### config.mk
export PLATFORM = sky130hd
export DESIGN_NAME = sequence_player
export DESIGN_NICKNAME = d
export VERILOG_FILES = /design/src/rtl/sequence_player.sv
export SDC_FILE = /design/constraint.sdc
export NUM_CORES = 1
export LEC_CHECK = 0
export ABC_AREA = 0
export CAP_MARGIN = 40
export CORE_ASPECT_RATIO = 1.1
export CORE_MARGIN = 2
export CORE_UTILIZATION = 24
export CTS_CLUSTER_DIAMETER = 40
export DETAILED_ROUTE_END_ITERATION = 12
export PLACE_DENSITY_LB_ADDON = 0.2
export SETUP_SLACK_MARGIN = 0.02
export SLEW_MARGIN = 10
export SYNTH_ARGS = -nofsm -noshare
export SYNTH_HDL_FRONTEND = slang
export SYNTH_SLANG_ARGS = --single-unit
### constraint.sdc
create_clock -name clk -period 3.3 [get_ports clk]
set_input_delay 0.495 -clock clk [delete_from_list [all_inputs] [get_ports clk]]
set_output_delay 0.495 -clock clk [all_outputs]
set_load 0.01 [all_outputs]
### src/rtl/sequence_player.sv
// Plays back the first round_len colours of the sequence ROM as one-hot LED flashes,
// each lit for ON_TICKS ticks and then dark for GAP_TICKS ticks, and pulses done at the end.
module sequence_player #(
  parameter int N         = 10,
  parameter int ADDR_W    = 4,
  parameter int ON_TICKS  = 8,
  parameter int GAP_TICKS = 4,
  parameter int CNT_W     = 4
) (
  input  logic              clk,
  input  logic              reset_n,
  input  logic              tick,
  input  logic              start,
  input  logic              abort,
  input  logic [ADDR_W-1:0] round_len,
  output logic [ADDR_W-1:0] rd_addr,
  input  logic [1:0]        rd_data,
  output logic [3:0]        led,
  output logic              busy,
  output logic              done
);

  typedef enum logic [2:0] {
    S_IDLE,
    S_FETCH,
    S_LATCH,
    S_ON,
    S_GAP,
    S_FIN
  } state_e;

  localparam logic [ADDR_W-1:0] MAX_LEN  = ADDR_W'(N);
  localparam logic [ADDR_W-1:0] ADDR_ONE = ADDR_W'(1);
  localparam logic [ADDR_W-1:0] ADDR_ZERO = '0;
  localparam logic [CNT_W-1:0]  CNT_ONE  = CNT_W'(1);
  localparam logic [CNT_W-1:0]  ON_LAST  = CNT_W'(ON_TICKS - 1);
  localparam logic [CNT_W-1:0]  GAP_LAST = CNT_W'(GAP_TICKS - 1);

  state_e            state_q;
  logic [ADDR_W-1:0] rd_addr_q;
  logic [ADDR_W-1:0] idx_q;
  logic [ADDR_W-1:0] len_q;
  logic [CNT_W-1:0]  cnt_q;
  logic [3:0]        led_q;
  logic              busy_q;
  logic              done_q;

  logic [ADDR_W-1:0] len_d;
  logic [ADDR_W-1:0] idx_d;

  // Requests longer than the ROM are clamped so exactly N entries play.
  assign len_d = (round_len > MAX_LEN) ? MAX_LEN : round_len;
  assign idx_d = idx_q + ADDR_ONE;

  function automatic logic [3:0] onehot(input logic [1:0] colour);
    logic [3:0] res;
    res = 4'b0000;
    res[colour] = 1'b1;
    return res;
  endfunction

  always_ff @(posedge clk or negedge reset_n) begin
    if (!reset_n) begin
      state_q   <= S_IDLE;
      rd_addr_q <= '0;
      idx_q     <= '0;
      len_q     <= '0;
      cnt_q     <= '0;
      led_q     <= 4'b0000;
      busy_q    <= 1'b0;
      done_q    <= 1'b0;
    end else if (abort) begin
      // Abort beats everything, including a start seen in the same cycle.
      state_q   <= S_IDLE;
      rd_addr_q <= '0;
      idx_q     <= '0;
      cnt_q     <= '0;
      led_q     <= 4'b0000;
      busy_q    <= 1'b0;
      done_q    <= 1'b0;
    end else begin
      done_q <= 1'b0;
      case (state_q)
        S_IDLE: begin
          led_q <= 4'b0000;
          if (start) begin
            len_q <= len_d;
            idx_q <= '0;
            cnt_q <= '0;
            if (len_d == ADDR_ZERO) begin
              state_q <= S_FIN;
              done_q  <= 1'b1;
              busy_q  <= 1'b0;
            end else begin
              rd_addr_q <= '0;
              busy_q    <= 1'b1;
              state_q   <= S_FETCH;
            end
          end
        end

        S_FETCH: begin
          state_q <= S_LATCH;
        end

        S_LATCH: begin
          led_q   <= onehot(rd_data);
          cnt_q   <= '0;
          state_q <= S_ON;
        end

        S_ON: begin
          if (tick) begin
            if (cnt_q == ON_LAST) begin
              led_q   <= 4'b0000;
              cnt_q   <= '0;
              state_q <= S_GAP;
            end else begin
              cnt_q <= cnt_q + CNT_ONE;
            end
          end
        end

        // idx is parked at 0 after the last entry so it never points past the ROM.
        S_GAP: begin
          led_q <= 4'b0000;
          if (tick) begin
            if (cnt_q == GAP_LAST) begin
              cnt_q <= '0;
              if (idx_d == len_q) begin
                idx_q   <= '0;
                state_q <= S_FIN;
                done_q  <= 1'b1;
                busy_q  <= 1'b0;
              end else begin
                idx_q     <= idx_d;
                rd_addr_q <= idx_d;
                state_q   <= S_FETCH;
              end
            end else begin
              cnt_q <= cnt_q + CNT_ONE;
            end
          end
        end

        S_FIN: begin
          busy_q  <= 1'b0;
          state_q <= S_IDLE;
        end

        default: begin
          led_q   <= 4'b0000;
          busy_q  <= 1'b0;
          state_q <= S_IDLE;
        end
      endcase
    end
  end

  assign rd_addr = rd_addr_q;
  assign led     = led_q;
  assign busy    = busy_q;
  assign done    = done_q;

endmodule
After elaboration in Yosys (flattened, before gate mapping)
Index checks and enable logic that the tools add are counted.

word-level totals
  flip-flop bits (word level) = 25
  word-level logic and storage cells = 95

operators by class
  $add $sub $neg = 2
  $lt $le $gt $ge = 3
  eq/ne operators = 18
  multiplexer cells = 49
  bitwise logic cells = 1
  reductions and logical operators = 14

operators by type and width
  cell                 count
  $mux 4               20
  $mux 3               8
  $ne 3x3->1 const B   8
  $pmux 4 s2           2
  $pmux 4 s4           1
  $pmux 3 s5           1
  $mux 1               13
  $pmux 4 s3           1
  $reduce_and 5->1     2
  $add 4x1->4 const B  2
  $reduce_and 4->1     2
  $eq 3x2->1 const B   2
  $eq 3x3->1 const B   2
  $reduce_and 3->1     2
  $reduce_and 6->1     1
  $reduce_bool 5->1    1
  $eq 4x2->1 const B   1
  $eq 4x3->1 const B   1
  $eq 4x4->1           1
  $gt 4x4->1 const B   1
  $logic_not 4->1      1
  $ne 2x1->1 const B   2
  $eq 3x1->1 const B   1
  $logic_not 3->1      1
  10 further kinds     10

Logic depth before layout (Yosys ltp)
  depth after elaboration = 7
  depth in mapped cells = 6
  gate-level depth less buffers = 6

Worst setup path after synthesis
No wires, ideal clock.

  path kind = register to register
  start = register cnt_q[0]
  end = register rd_addr_q[0] (netlist: rd_addr[0])
  library setup time = 137 ps
  data arrival time = 1575 ps
  data required time = 3163 ps
  slack = 1588 ps
  stages on the path, launching flop included = 7
  clock period less this slack = 1712 ps
  cell sequence = dfrtp_1 ha_1 nor3b_1 a31o_2 a21oi_1 nand2b_1 o32ai_1

between the ends
  cells in the longest elaborated chain, start to end = 3

ends and longest elaborated chain
  element                            line  source
  start: declaration                 43    logic [CNT_W-1:0] cnt_q;
  start signal: assignment           119   cnt_q <= cnt_q + CNT_ONE;
  start signal: assignment           141   cnt_q <= cnt_q + CNT_ONE;
  $eq 4x2->1                         128   if (cnt_q == GAP_LAST) begin
  $ne 3x3->1 (no source line)        --
  $reduce_and 6->1 (no source line)  --
  end signal: assignment             137   rd_addr_q <= idx_d;
  end: declaration                   40    logic [ADDR_W-1:0] rd_addr_q;

Every way passes these cells.
A chain may end at the register's enable or synchronous reset.

Final worst setup path
  start = input abort
  end = register cnt_q[1]

between the ends
  cells in the longest elaborated chain, start to end = 2

ends and longest elaborated chain
  element                                                           line  source
  start: declaration                                                14    input logic abort,
  $ne 3x3->1 (no source line) or $reduce_bool 5->1 (tied branches)  --
  $reduce_and 4->1 (no source line)                                 --

Parallel ways exist; a longest one is shown, timed or not.

==> flow_summary.json <==
{
  "period_minus_slack_ps": 2140,
  "port_buffers": 20,
  "cts_tree": "built",
  "cts_hold_buffers": 0,
  "synthArstFlopShare_pct": 100,
  "power.density_nw_per_um2": 377,
  "antenna_found_initial": 0,
  "core_area_um2": 5700,
  "vias": 1126,
  "seq_area_frac_synth_pct": 45.0,
  "startpoint_type": "input port",
  "rsz0062_at_grt": "no",
  "hold_violations": 0,
  "ios": 21,
  "synth_edf_count": 0,
  "hp-class": "flip-flop to flip-flop",
  "layout.nets": 176,
  "grt_pass1_wl_um": 5360,
  "arrival_ps": 2300,
  "drv_cap": 0,
  "clock-root-buffer": "clkbuf_8",
  "worst_pin_slew_ps": 517,
  "grt_max_degree": 26,
  "cts_htree_levels": 1,
  "fmax_mhz": 468,
  "path_class": "input port to flip-flop",
  "finalSetupTns_ps": 0,
  "maxSlewHeadroom_pct": 65.4,
  "place.gp.congestion": 0.862,
  "row_count": 29,
  "crit_path_end_kind": "flip-flop",
  "drt_iter0_drc": 79,
  "die_h_um": 83.8,
  "ant_nets": 0,
  "ys_types": 45,
  "leakagePower_uw": 0.000682,
  "cts_sinks": 25,
  "grt_pass1_vias": 1140,
  "netlist_area_um2": 1390,
  "cts_setup_buffers": 0,
  "dieArea_um2": 6410,
  "drive_gt1_share_pct": 8.64,
  "overflow": 0,
  "ir_worst_vdd_v": 0.000122,
  "fin_crit_sh_pct": 64.8,
  "clk_pin_slew_ps": 90,
  "insertion_delay_ps": 270,
  "place_hpwl_um": 2280,
  "firstDrtPassIters": 4,
  "slew_violations": 0,
  "die_w_um": 76.5,
  "run_status": "complete, no violations",
  "post-route-drc-count": 0,
  "r2r_start": "cnt_q[0]$_DFFE_PN0P_",
  "worstPathMaxFanout": 14,
  "diodes": 0,
  "start_util_pct": 24.4,
  "hold_ws_ps": 517,
  "finalWirelength_um": 3050,
  "ys_warn_count": 0,
  "ctsResizeCount": 0,
  "cts-buffers-inserted": 3,
  "setup_viol": 0,
  "wire_per_inst_um": 12.7,
  "cp.required_ps": 3470,
  "area_delta_synth_final_pct": 23.7,
  "syn_inst": 141,
  "ys_ff_latch": 25,
  "syn-num-nets": 154,
  "vias_per_cell": 4.71,
  "postSynthAreaPerCell_um2": 9.85,
  "grt_use_total_pct": 10.3,
  "synth_flop_cell": "dfrtp_1",
  "cts_buffer_depth": 2,
  "skew_ps": 5.96,
  "worstHoldStart": "led[2]$_DFFE_PN0P_",
  "crit_start": "abort"
}
-- report_power, final --
group	total (uW)	internal (uW)	switching [uW]
logic	115	55.3	59.4
registers	345	324	20.8
clock network	188	86.5	101
-- through the flow --
step                utilization, %  area (um^2)  total power, uW  instances  setup WS (ps)
floorplan                        -         1390              423        141           1590
global placement              29.4         1670              465        235            956
detailed placement            29.4         1670              468        235            880
CTS                           30.2         1720              656        239           1180
global route                  30.2         1720              685        239           1030
finish                        30.2         1720              648        239           1160
-- layer usage --
layer	global-route usage (%)	part of all wire [%]	up-vias
met5	0	0	-
met4	4.79	1.6	0
met3	2.16	3.1	4
met2	16.2	46	17
met1	13.5	49	548
li1	-	-	557
-- cell type report --
| cell class | instances | area (um^2) |
|---|---|---|
| Fill cell | 612 | 3980 |
| Multi-Input combinational cell | 107 | 724 |
| Sequential cell | 25 | 626 |
| Timing Repair Buffer | 21 | 208 |
| Tap cell | 77 | 96.3 |
| Clock buffer | 4 | 45.0 |
| Inverter | 5 | 18.8 |
-- final timing paths --
| check | depth (start not counted) | end | slack, ps |
|---|---|---|---|
| max | 5 | cnt_q[1]$_DFFE_PN0P_ | 1160 |
| min | 1 | led[2]$_DFFE_PN0P_ | 520 |
| max reg2reg | 6 | rd_addr[0]$_DFFE_PN0P_ | 1290 |
| min in group asynchronous | 2 | cnt_q[0]$_DFFE_PN0P_ | 580 |
| min reg2reg | 1 | led[2]$_DFFE_PN0P_ | 520 |
| max in group asynchronous | 2 | busy$_DFFE_PN0P_ | 2460 |
-- registers in the layout, summed over array words and instances, names as in the netlist --
signal	count
cnt_q	4
idx_q	4
led	4
len_q	4
rd_addr	4
state_q	3
busy	1
done	1
-- cell usage after synthesis (2+ instances only) --
library cell,number,area share [%]
a21oi_1,8,2.9
o2bb2ai_1,2,1.3
mux2_2,2,1.6
nor2b_1,5,2.3
inv_1,5,1.4
nand2b_1,6,2.7
nor3b_1,3,1.6
dfrtp_1,25,45
nor2_1,9,2.4
a31oi_1,2,0.90
nand2_1,12,3.2
o21ai_0,13,4.7
clkbuf_1,2,0.54
ha_1,2,1.8
nand3_1,4,1.4
a211oi_1,2,1.1
a32o_1,2,1.4
xnor2_1,6,3.8
a22o_1,3,1.9
o32ai_1,3,1.9
-- critical path, stage by stage --
cell,delay [ps]
clkdlybuf4s50_1,790
nand4bb_1,300
nor2_1,100
a21oi_2,250
mux2_2,370
-- layout by cell type (no fill, tap or decap), drive strengths merged, types with 2 or more instances in the layout --
cell type and n:
nor3 2, nor3b 3, inv 5, o21ai 13, a211oi 3, and2 2
nand2 12, nand2b 6, nor2 10, nor2b 5, ha 2, nand3 4
a32o 2, a22o 3, clkdlybuf4s50 20, a31oi 2, a21oi 9, clkbuf 4
o32ai 3, nor4 2, xnor2 6, dfrtp 25, o2bb2ai 2, mux2 2
-- logic make-up (layout without fill, tap and decap cells) --
logic type                 count (synthesis)  after routing  synth area share [%]
and+or+nand+nor                           52             52                  21.1
AOI/OAI and AO/OA                         43             43                  21.5
DFF                                       25             25                  45.0
buffers and inverters                      9             30                  2.79
xor gates and xnor gates                   8              8                  6.13
adders and majority gates                  2              2                  1.80
muxes                                      2              2                  1.62
Note: power is estimated with default switching activity, not from simulation.
